File: config.mk
export PLATFORM = sky130hd
export DESIGN_NAME = ha_array_reducer
export DESIGN_NICKNAME = d
export VERILOG_FILES = /design/src/rtl/ha_array_pkg.sv /design/src/rtl/ha_row_weight.sv /design/src/rtl/ha_array_reducer.sv
export SDC_FILE = /design/constraint.sdc
export NUM_CORES = 1
export LEC_CHECK = 0
export CAP_MARGIN = 15
export CELL_PAD_IN_SITES_DETAIL_PLACEMENT = 1
export CELL_PAD_IN_SITES_GLOBAL_PLACEMENT = 1
export CORE_ASPECT_RATIO = 1.1
export CORE_MARGIN = 8
export CORE_UTILIZATION = 37
export CTS_BUF_LIST = sky130_fd_sc_hd__clkbuf_16
export DETAILED_ROUTE_END_ITERATION = 6
export PLACE_DENSITY_LB_ADDON = 0.1
export SLEW_MARGIN = 10
export SYNTH_ARGS = -nofsm -noshare
export SYNTH_HDL_FRONTEND = slang
export SYNTH_SLANG_ARGS = --single-unit
File: constraint.sdc
create_clock -name clk -period 4.7 [get_ports clk]
set_input_delay 0.94 -clock clk [delete_from_list [all_inputs] [get_ports clk]]
set_output_delay 0.94 -clock clk [all_outputs]
set_load 0.005 [all_outputs]
File: src/rtl/ha_array_pkg.sv
`default_nettype none
// +---------------------------------------------------------------------------+
// | ha_array_pkg: shared widths and FSM encoding for the HA-array reducer     |
// | Revision: 1.0                                                             |
// +---------------------------------------------------------------------------+
package ha_array_pkg;

  localparam int N_ARR = 4;
  localparam int T_W   = 9;
  localparam int B_W   = 7;
  localparam int P_W   = 16;
  localparam int ACC_W = 17;
  localparam int IDX_W = 2;
  // t + (b << 2) peaks at 511 + 508 = 1019
  localparam int V_W   = 10;

  localparam logic [IDX_W-1:0] IDX_LAST = IDX_W'(N_ARR - 1);

  typedef enum logic [1:0] {
    IDLE = 2'd0,
    ACC  = 2'd1,
    DONE = 2'd2
  } state_t;

endpackage
`default_nettype wire

File: src/rtl/ha_row_weight.sv
`default_nettype none
// +---------------------------------------------------------------------------+
// | ha_row_weight: value of one HA array, v = t + (b << 2)                    |
// | Revision: 1.0                                                             |
// +---------------------------------------------------------------------------+
module ha_row_weight
  import ha_array_pkg::*;
(
  input  logic [T_W-1:0] t,
  input  logic [B_W-1:0] b,
  output logic [V_W-1:0] v
);

  assign v = V_W'(t) + V_W'({b, 2'b00});

endmodule
`default_nettype wire

File: src/rtl/ha_array_reducer.sv
`default_nettype none
// +---------------------------------------------------------------------------+
// | ha_array_reducer: sequential final adder summing four HA arrays into the  |
// | 16-bit product, one array per cycle, valid/ready on both sides.           |
// | Revision: 1.0                                                             |
// +---------------------------------------------------------------------------+
module ha_array_reducer
  import ha_array_pkg::*;
(
  input  logic           clk,
  input  logic           rst,
  input  logic           in_valid,
  output logic           in_ready,
  input  logic [T_W-1:0] ha_array_0_t,
  input  logic [T_W-1:0] ha_array_1_t,
  input  logic [T_W-1:0] ha_array_2_t,
  input  logic [T_W-1:0] ha_array_3_t,
  input  logic [B_W-1:0] ha_array_0_b,
  input  logic [B_W-1:0] ha_array_1_b,
  input  logic [B_W-1:0] ha_array_2_b,
  input  logic [B_W-1:0] ha_array_3_b,
  output logic           out_valid,
  input  logic           out_ready,
  output logic [P_W-1:0] product,
  output logic           overflow
);

  logic [T_W-1:0]   w_t_in [N_ARR];
  logic [B_W-1:0]   w_b_in [N_ARR];

  state_t           r_state;
  state_t           w_state_nxt;
  logic [T_W-1:0]   r_t [N_ARR];
  logic [B_W-1:0]   r_b [N_ARR];
  logic [IDX_W-1:0] r_idx;
  logic [ACC_W-1:0] r_acc;
  logic [P_W-1:0]   r_product;
  logic             r_overflow;

  logic [V_W-1:0]   w_v;
  logic [ACC_W-1:0] w_addend;
  logic [ACC_W-1:0] w_sum;
  logic             w_capture;
  logic             w_acc_en;
  logic             w_last;
  logic             w_in_ready;

  assign w_t_in[0] = ha_array_0_t;
  assign w_t_in[1] = ha_array_1_t;
  assign w_t_in[2] = ha_array_2_t;
  assign w_t_in[3] = ha_array_3_t;
  assign w_b_in[0] = ha_array_0_b;
  assign w_b_in[1] = ha_array_1_b;
  assign w_b_in[2] = ha_array_2_b;
  assign w_b_in[3] = ha_array_3_b;

  // A single weighting unit serves all arrays through the idx mux.
  ha_row_weight u_row_weight (
    .t (r_t[r_idx]),
    .b (r_b[r_idx]),
    .v (w_v)
  );

  assign w_addend = ACC_W'(w_v) << {r_idx, 1'b0};
  assign w_sum    = r_acc + w_addend;

  always_ff @(posedge clk or posedge rst) begin
    if (rst) begin
      r_state <= IDLE;
    end else begin
      r_state <= w_state_nxt;
    end
  end

  always_comb begin
    w_state_nxt = r_state;
    w_in_ready  = 1'b0;
    w_capture   = 1'b0;
    w_acc_en    = 1'b0;
    w_last      = 1'b0;
    case (r_state)
      IDLE: begin
        w_in_ready = 1'b1;
        if (in_valid) begin
          w_capture   = 1'b1;
          w_state_nxt = ACC;
        end
      end
      ACC: begin
        w_acc_en = 1'b1;
        if (r_idx == IDX_LAST) begin
          w_last      = 1'b1;
          w_state_nxt = DONE;
        end
      end
      DONE: begin
        // Accepting the result frees the block for a back-to-back capture.
        if (out_ready) begin
          w_in_ready = 1'b1;
          if (in_valid) begin
            w_capture   = 1'b1;
            w_state_nxt = ACC;
          end else begin
            w_state_nxt = IDLE;
          end
        end
      end
      default: begin
        w_state_nxt = IDLE;
      end
    endcase
  end

  always_ff @(posedge clk or posedge rst) begin
    if (rst) begin
      for (int k = 0; k < N_ARR; k++) begin
        r_t[k] <= '0;
        r_b[k] <= '0;
      end
      r_idx      <= '0;
      r_acc      <= '0;
      r_product  <= '0;
      r_overflow <= 1'b0;
    end else if (w_capture) begin
      for (int k = 0; k < N_ARR; k++) begin
        r_t[k] <= w_t_in[k];
        r_b[k] <= w_b_in[k];
      end
      r_idx <= '0;
      r_acc <= '0;
    end else if (w_acc_en) begin
      r_acc <= w_sum;
      r_idx <= r_idx + 1'b1;
      if (w_last) begin
        r_product  <= w_sum[P_W-1:0];
        r_overflow <= w_sum[ACC_W-1];
      end
    end
  end

  assign in_ready  = w_in_ready;
  assign out_valid = (r_state == DONE);
  assign product   = r_product;
  assign overflow  = r_overflow;

endmodule
`default_nettype wire
==> reports/qor.yml, run 1 <==
drt_iter0_drc: 275
critPathMaxStageDelay_ns: 0.55
synthCells: 614
post-place-ws_ns: 0.0663
cap_viol_max_count: 0
grt_pass1_vias: 5194
ys_ff_latch: 102
worstSetupPathDepth: 15
synth_area_sq_um: 5510
hold_class: "register to register"
antenna_found_initial: 0
final_common_cell: "nand2_1"
fin_crit_sh: 0.956
placementRows: 46
ys_types: 49
setup_viol: 0
diodes: 0
seq_area_frac_synth: 0.464
die_h_um: 144
synth_top_family_by_area: "simple AND/OR/NAND/NOR gates"
wl_per_cell_um: 17.5
cts_sinks: 102
async_flop_share: 1.00
arrival_ns: 4.68
final_cell_mix: "nand2_1, dfrtp_1, clkdlybuf4s50_1, o21ai_0, buf_4"
cts_tree: "yes"
clkLatencyLatePin_ns: 0.35
io_pins: 87
required_ns: 4.88
yosys.area_share.adder: 0.0641
synth_ff_type: "dfrtp_1"
hold_buffers: 0
cp-end-kind: "register"
gp_congestion: 0.852
cts_root_buffer: "clkbuf_16"
finalCriticalPeriod_ns: 4.50
worstPathCellList: "buf_12 > mux4_2 > ha_1 > a21o_1 > a21oi_2 > o21ai_2 > a21o_1 > a21o_1 > mux4_2 > ha_4 > nand4_1 > a211o_1 > o311a_1 > xor2_1 > o21ai_0"
grt_pass1_wl_um: 26100
viasPerCell: 5.15
crit_path_frequent_cell: "a21o_1"
area_growth_syn_to_layout_pct: 27.3
avgSynthCellArea_sq_um: 8.97
synth-edff-count: 0
synth-xor-area-share: 0.0255
vias: 4622
initial_core_util: 0.380
die_area_sq_um: 19000
slew_viol_final: 0
yosys.area_share.simple: 0.221
fin_worst_skew_ns: 0.00963
core_sq_um: 14500
path_class: "register to register"
ctsHtreeMaxLevel: 3
grt-ovfl-total: 0
synth_compound_area_frac: 0.128
track_usage: 0.170
drive_gt1_frac: 0.106
hpwl_um: 11900
synth_mux_area_frac: 0.0668
remaining_drc_errors: 0
status: "finished, final reports clean"
fill_cells: 1692
fmax_ghz: 0.222
tightest_slew_ns: 1.00
die_w_um: 132
finalHoldViolCount: 0
crit_buf_inv: 1
hold_ws_ns: 0.477
cts_buffer_depth: 2
yosysWarnings: 0
path_clk_slew_ns: 0.07
dr.pass1.iters: 4
critPathLaunchType: "register"
synth_fp_nets: 709
reg2regPathDepth: 15
cpMaxStageDelayCell: "mux4_2"
port_buffers: 86
grt_max_degree: 58
cts_buffers: 9
nets: 797
fin_util: 0.483
path_delay_family: "compound AO/OA/AOI/OAI gates"
final_antenna_net_count: 0
slew_headroom: 0.330
crit_fanout: 14
whs_path_depth: 2
wl_um: 15700
finalWorstSetupSlack_ns: 0.205
## sequential cells by signal, indices dropped and copies added (netlist names)
name	cells
r_t	36
r_b	28
r_acc	17
product	16
r_idx	2
r_state	2
overflow	1
## layer usage
metal,track usage,wire length [um]
met2,0.321,8460
met4,0.0508,165
met3,0.0346,442
met1,0.190,6620
met5,0,0
## tightest hold or removal path: stages (launching register included)
cell     delay, ns
dfrtp_1       0.34
nand2_1       0.04
o21ai_0       0.06
## final timing paths
| path | startpoint | end | slack (ns) |
|---|---|---|---|
| setup / recovery | r_idx[0] | product[15] | 0.20 |
| hold / removal | product[8] | product[8] | 0.48 |
| setup reg to reg | r_idx[0] | product[15] | 0.20 |
| hold reg to reg | product[8] | product[8] | 0.48 |
| max in group asynchronous | rst | r_b[18] | 2.77 |
| min in group asynchronous | rst | r_b[20] | 1.03 |
## stage by stage
stage | instance area [sq um] | cells | setup TNS [ns]
after CTS | 6890 | 887 | 0
after global routing | 7010 | 898 | -0.0294
final | 7010 | 898 | 0
after floorplan | 5510 | 614 | 0
after global placement | 6600 | 872 | 0
after detailed placement | 6600 | 872 | 0
## cell usage after synthesis (all sizes together) (2+ instances only)
cell type	count	area, sq um
buf	8	32.5
a211oi	3	27.5
o21ai	39	195
and2	5	33.8
clkbuf	25	93.8
a21boi	2	15.0
a21oi	22	114
fa	2	40.0
mux2i	3	30.0
dfrtp	102	2550
a21o	14	105
xor2	9	78.8
a31oi	6	37.5
nor2	17	63.8
nor2b	2	12.5
or3	2	12.5
nor3	5	25.0
o31ai	7	57.6
a211o	3	27.5
nand2b	2	12.5
nand3	20	100
nand2	234	878
nand4	8	50.1
inv	11	41.3
xnor2	7	61.3
ha	25	313
mux4	15	338
o2111ai	2	17.5
## cells by family after synthesis
family,Yosys count
AOI/OAI and AO/OA,107
xor gates and xnor gates,16
adders and majority gates,27
buffers and inverters,45
DFF,102
muxes,18
and+or+nand+nor,299
## timing repair
action | CTS | global route
buffers inserted | 0 | 11
endpoints found under the setup margin | 0 | 13
gates resized for setup | 0 | 12
## cell type report
class                   count  area, sq um  share of cell area
inverters                  12         47.5             0.00678
clock buffers               9          225              0.0321
multi-input cells         467         2820               0.403
well taps                 192          240              0.0343
repair buffers            110         1050               0.150
flip-flops and latches    102         2550               0.364
clock inverters             6         63.8             0.00911
Power of run 1 is not shown: default switching activity piles up to over one toggle a cycle in this logic, so the estimate is an artifact.
==> run 2: changes to the inputs <==
- REMOVE_ABC_BUFFERS: unset -> 1
==> reports/qor.yml, run 2 (same netlist as run 1, synthesis figures left out) <==
status: "finished, final reports clean"
path_class: "register to register"
crit_fanout: 6
clkLatencyLatePin_ns: 0.35
arrival_ns: 4.69
final_antenna_net_count: 0
remaining_drc_errors: 0
tightest_slew_ns: 1.09
critPathLaunchType: "register"
fin_worst_skew_ns: 0.00898
grtUsageMet2: 0.300
cts_root_buffer: "clkbuf_16"
gp_congestion: 0.853
fill_cells: 1699
multiInputGateArea_sq_um: 2830
hold_class: "register to register"
antenna_found_initial: 0
die_area_sq_um: 19000
vias: 4536
r2r-start: "r_idx[0]"
fmax_ghz: 0.222
core_sq_um: 14500
dr.pass1.iters: 4
hp-start: "r_t[27]"
top_register: "r_t"
die_w_um: 132
use_met1: 0.194
track_usage: 0.165
cts_buffers: 9
wl_per_cell_um: 17.1
port_buffers: 86
top_regs: "r_t x36, r_b x28, r_acc x17"
area_growth_syn_to_layout_pct: 26.1
cts_buffer_depth: 2
die_h_um: 144
fin_crit_sh: 0.958
hpwl_um: 11100
required_ns: 4.89
largest_reg_flops: 36
nets: 788
viasPerCell: 5.11
path_clk_slew_ns: 0.07
crit_start: "r_idx[0]"
cap_viol_max_count: 0
finalHoldViolCount: 0
ctsHtreeMaxLevel: 3
global_route.usage.met3: 0.0244
grt-ovfl-total: 0
grt_pass1_vias: 4978
regArea_sq_um: 2550
slew_viol_final: 0
grt_pass1_wl_um: 25300
grt_max_degree: 80
io_pins: 87
final_cell_mix: "nand2_1, dfrtp_1, clkdlybuf4s50_1, o21ai_0, ha_1"
drive_gt1_frac: 0.0920
initial_core_util: 0.380
busiest_layer: "met2"
finalCriticalPeriod_ns: 4.50
cts_tree: "yes"
setup_viol: 0
fin_tns_setup_ns: 0
wl_um: 15200
placementRows: 46
slew_headroom: 0.274
diodes: 0
hold_buffers: 0
final_common_cell: "nand2_1"
cts_sinks: 102
cp-end-kind: "register"
drt_iter0_drc: 168
## run 2: metal layers
metal	wire length, um	share of wire	up-vias
met2	8020	0.53	64
met5	0	0	-
met1	6620	0.44	2225
met4	232	0.015	0
met3	330	0.022	14
li1	-	-	2233
## run 2: cell type report
class | count | area share
clock buffers | 9 | 0.0324
clock inverters | 5 | 0.00775
inverters | 12 | 0.00685
multi-input cells | 467 | 0.408
flip-flops and latches | 102 | 0.368
well taps | 192 | 0.0346
repair buffers | 101 | 0.143
## run 2: critical path, stage by stage (launching register included)
cell and delay (ns):
dfrtp_2 0.47, buf_4 0.15, mux4_2 0.54, ha_1 0.31, a21o_1 0.19, a21oi_4 0.16
o21ai_2 0.10, a21o_1 0.21, a21o_1 0.19, mux4_2 0.51, ha_4 0.32, nand4_1 0.17
a211o_1 0.36, o311a_1 0.41, xor2_2 0.18, o21ai_1 0.08
## run 2: worst paths after layout
| path | endpoint | slack, ns | cells after the start |
|---|---|---|---|
| min in group asynchronous | r_b[11] | 1.18 | 2 |
| setup / recovery | product[15] | 0.20 | 15 |
| max in group asynchronous | r_acc[9] | 2.60 | 3 |
| hold / removal | r_t[27] | 0.47 | 2 |
| setup reg to reg | product[15] | 0.20 | 15 |
| hold reg to reg | r_t[27] | 0.47 | 2 |
## run 2: through the flow
stage          hold WS [ns]  instances  setup slack, ns   util  area (sq um)
2_1_floorplan         0.437        581           -0.132      -          5380
4_1_cts               0.477        884           0.0648  0.472          6850
5_1_grt               0.504        888          -0.0191  0.479          6940
3_3_place_gp          0.455        870            0.172  0.453          6570
6_report              0.473        888            0.198  0.479          6940
3_5_place_dp          0.460        870         -0.00252  0.453          6570
## run 2: repair_timing
| action | in CTS | in global routing |
|---|---|---|
| cloned | 0 | 0 |
| buffers inserted | 0 | 3 |
| setup endpoints to repair | 2 | 12 |
| pin swaps | 0 | 3 |
| gates resized for setup | 1 | 13 |
Power of run 2 is left out for the same reason.
==> run 3: changes to the inputs <==
- CORE_UTILIZATION: 37 -> 44
- DONT_BUFFER_PORTS: unset -> 1
==> reports/qor.yml, run 3 (same netlist as run 1, synthesis figures left out) <==
status: "finished, final reports clean"
slew_headroom: 0.262
place_inst: 746
critPathLaunchType: "register"
hold_class: "register to register"
crit_path_frequent_cell: "a21o_1"
fmax_ghz: 0.223
drive_gt1_frac: 0.0987
area_growth_syn_to_layout_pct: 9.27
drt_iter0_drc: 132
diodes: 0
die_h_um: 133
grt_pass1_vias: 4748
final_antenna_net_count: 0
top_register: "r_t"
cp-endpoint: "product[15]"
crit_start: "r_idx[0]"
remaining_drc_errors: 0
initial_core_util: 0.443
gp_congestion: 0.924
r2r_end: "product[15]"
finalHoldViolCount: 0
clkLatencyLatePin_ns: 0.35
final_common_cell: "nand2_1"
viasPerCell: 5.52
placementRows: 43
grt_max_degree: 74
fill_cells: 1449
wl_um: 14300
reg2regPathDepth: 16
hpwl_um: 10600
dr.pass1.iters: 4
arrival_ns: 4.66
rrSetupSlack_ns: 0.22
cts_root_buffer: "clkbuf_16"
final_cell_mix: "nand2_1, dfrtp_1, o21ai_0, ha_1"
wl_per_cell_um: 18.7
port_buffers: 0
die_w_um: 123
setup_viol: 0
top_regs: "r_t x36, r_b x28, r_acc x17"
cts_sinks: 102
track_usage: 0.185
largest_reg_flops: 36
fin_crit_sh: 0.954
hold_ws_ns: 0.472
path_class: "register to register"
slew_viol_final: 0
stdcell_count: 765
tightest_slew_ns: 1.11
cts_buffer_depth: 2
nets: 699
cts_buffers: 9
cp-end-kind: "register"
critPathMaxStageDelay_ns: 0.50
cpMaxStageDelayCell: "mux4_2"
io_pins: 87
finalCriticalPeriod_ns: 4.48
r2r-start: "r_idx[0]"
vias: 4226
cap_viol_max_count: 0
antenna_found_initial: 0
hold_buffers: 0
die_area_sq_um: 16400
cts_tree: "yes"
grt-ovfl-total: 0
path_clk_slew_ns: 0.07
core_sq_um: 12400
ctsHtreeMaxLevel: 3
worstPathCellList: "buf_12 > mux4_2 > ha_1 > fa_1 > a21o_1 > a21oi_2 > nor2_1 > a21o_1 > a221o_1 > o21ai_1 > ha_2 > nand4_1 > a211o_1 > o311a_1 > xor2_1 > o21ai_0"
crit_fanout: 9
required_ns: 4.88
grt_pass1_wl_um: 23800
fin_worst_skew_ns: 0.00807
run 3: changes by cell type in the layout (fill, tap and decap cells not counted), sizes merged:
cell | before | now
clkdlybuf4s50 | 86 | 0
clkinv | 2 | 3
buf | 15 | 12
run 3: layer usage:
layer	up-vias	share of wire	global-route usage
met1	2086	0.43	0.219
met2	59	0.52	0.320
li1	2061	-	-
met4	0	0.019	0.0719
met5	-	0	0
met3	20	0.033	0.0355
run 3: final cells by class:
class | instances | area (sq um) | area share
tap | 157 | 196 | 0.0327
sequential | 102 | 2550 | 0.425
timing repair buffer | 12 | 103 | 0.0171
clock buffer | 9 | 225 | 0.0374
multi-input combinational | 467 | 2830 | 0.470
clock inverter | 6 | 62.6 | 0.0104
inverter | 12 | 47.5 | 0.00790
run 3: worst min-delay path by stage:
stage                       start  endpoint  slack [ns]  cells after the start
after floorplan           r_t[27]   r_t[27]        0.44                      2
after global placement     r_t[6]    r_t[6]        0.45                      2
after detailed placement   r_t[8]    r_t[8]        0.46                      2
after CTS                  r_t[8]    r_t[8]        0.48                      2
after global routing      r_t[21]   r_t[21]        0.50                      2
final                      r_b[1]    r_b[1]        0.47                      2
run 3: stage by stage:
step / setup slack [ns] / setup TNS (ns) / cell area (sq um) / utilization
5_1_grt: -0.0586 / -0.0975 / 6020 / 0.484
3_5_place_dp: 0.0662 / 0 / 5650 / 0.455
6_report: 0.218 / 0 / 6020 / 0.484
3_3_place_gp: 0.205 / 0 / 5650 / 0.455
4_1_cts: 0.0244 / 0 / 5940 / 0.478
2_1_floorplan: -0.132 / -0.570 / 5380 / -
run 3: worst max-delay path: cells and delay by family, from the launching register on:
kind,cells,cell delay (ns)
compound gates,8,1.90
fa+ha+maj,3,0.92
mux,1,0.50
flops,1,0.41
simple gates,2,0.26
xor+xnor,1,0.16
buf+inv,1,0.15
run 3: repair_timing:
| item | in CTS | in global routing |
|---|---|---|
| endpoints found under the setup margin | 0 | 15 |
| gates resized for setup | 0 | 11 |
| setup buffers | 0 | 4 |
Power of run 3 is left out for the same reason.
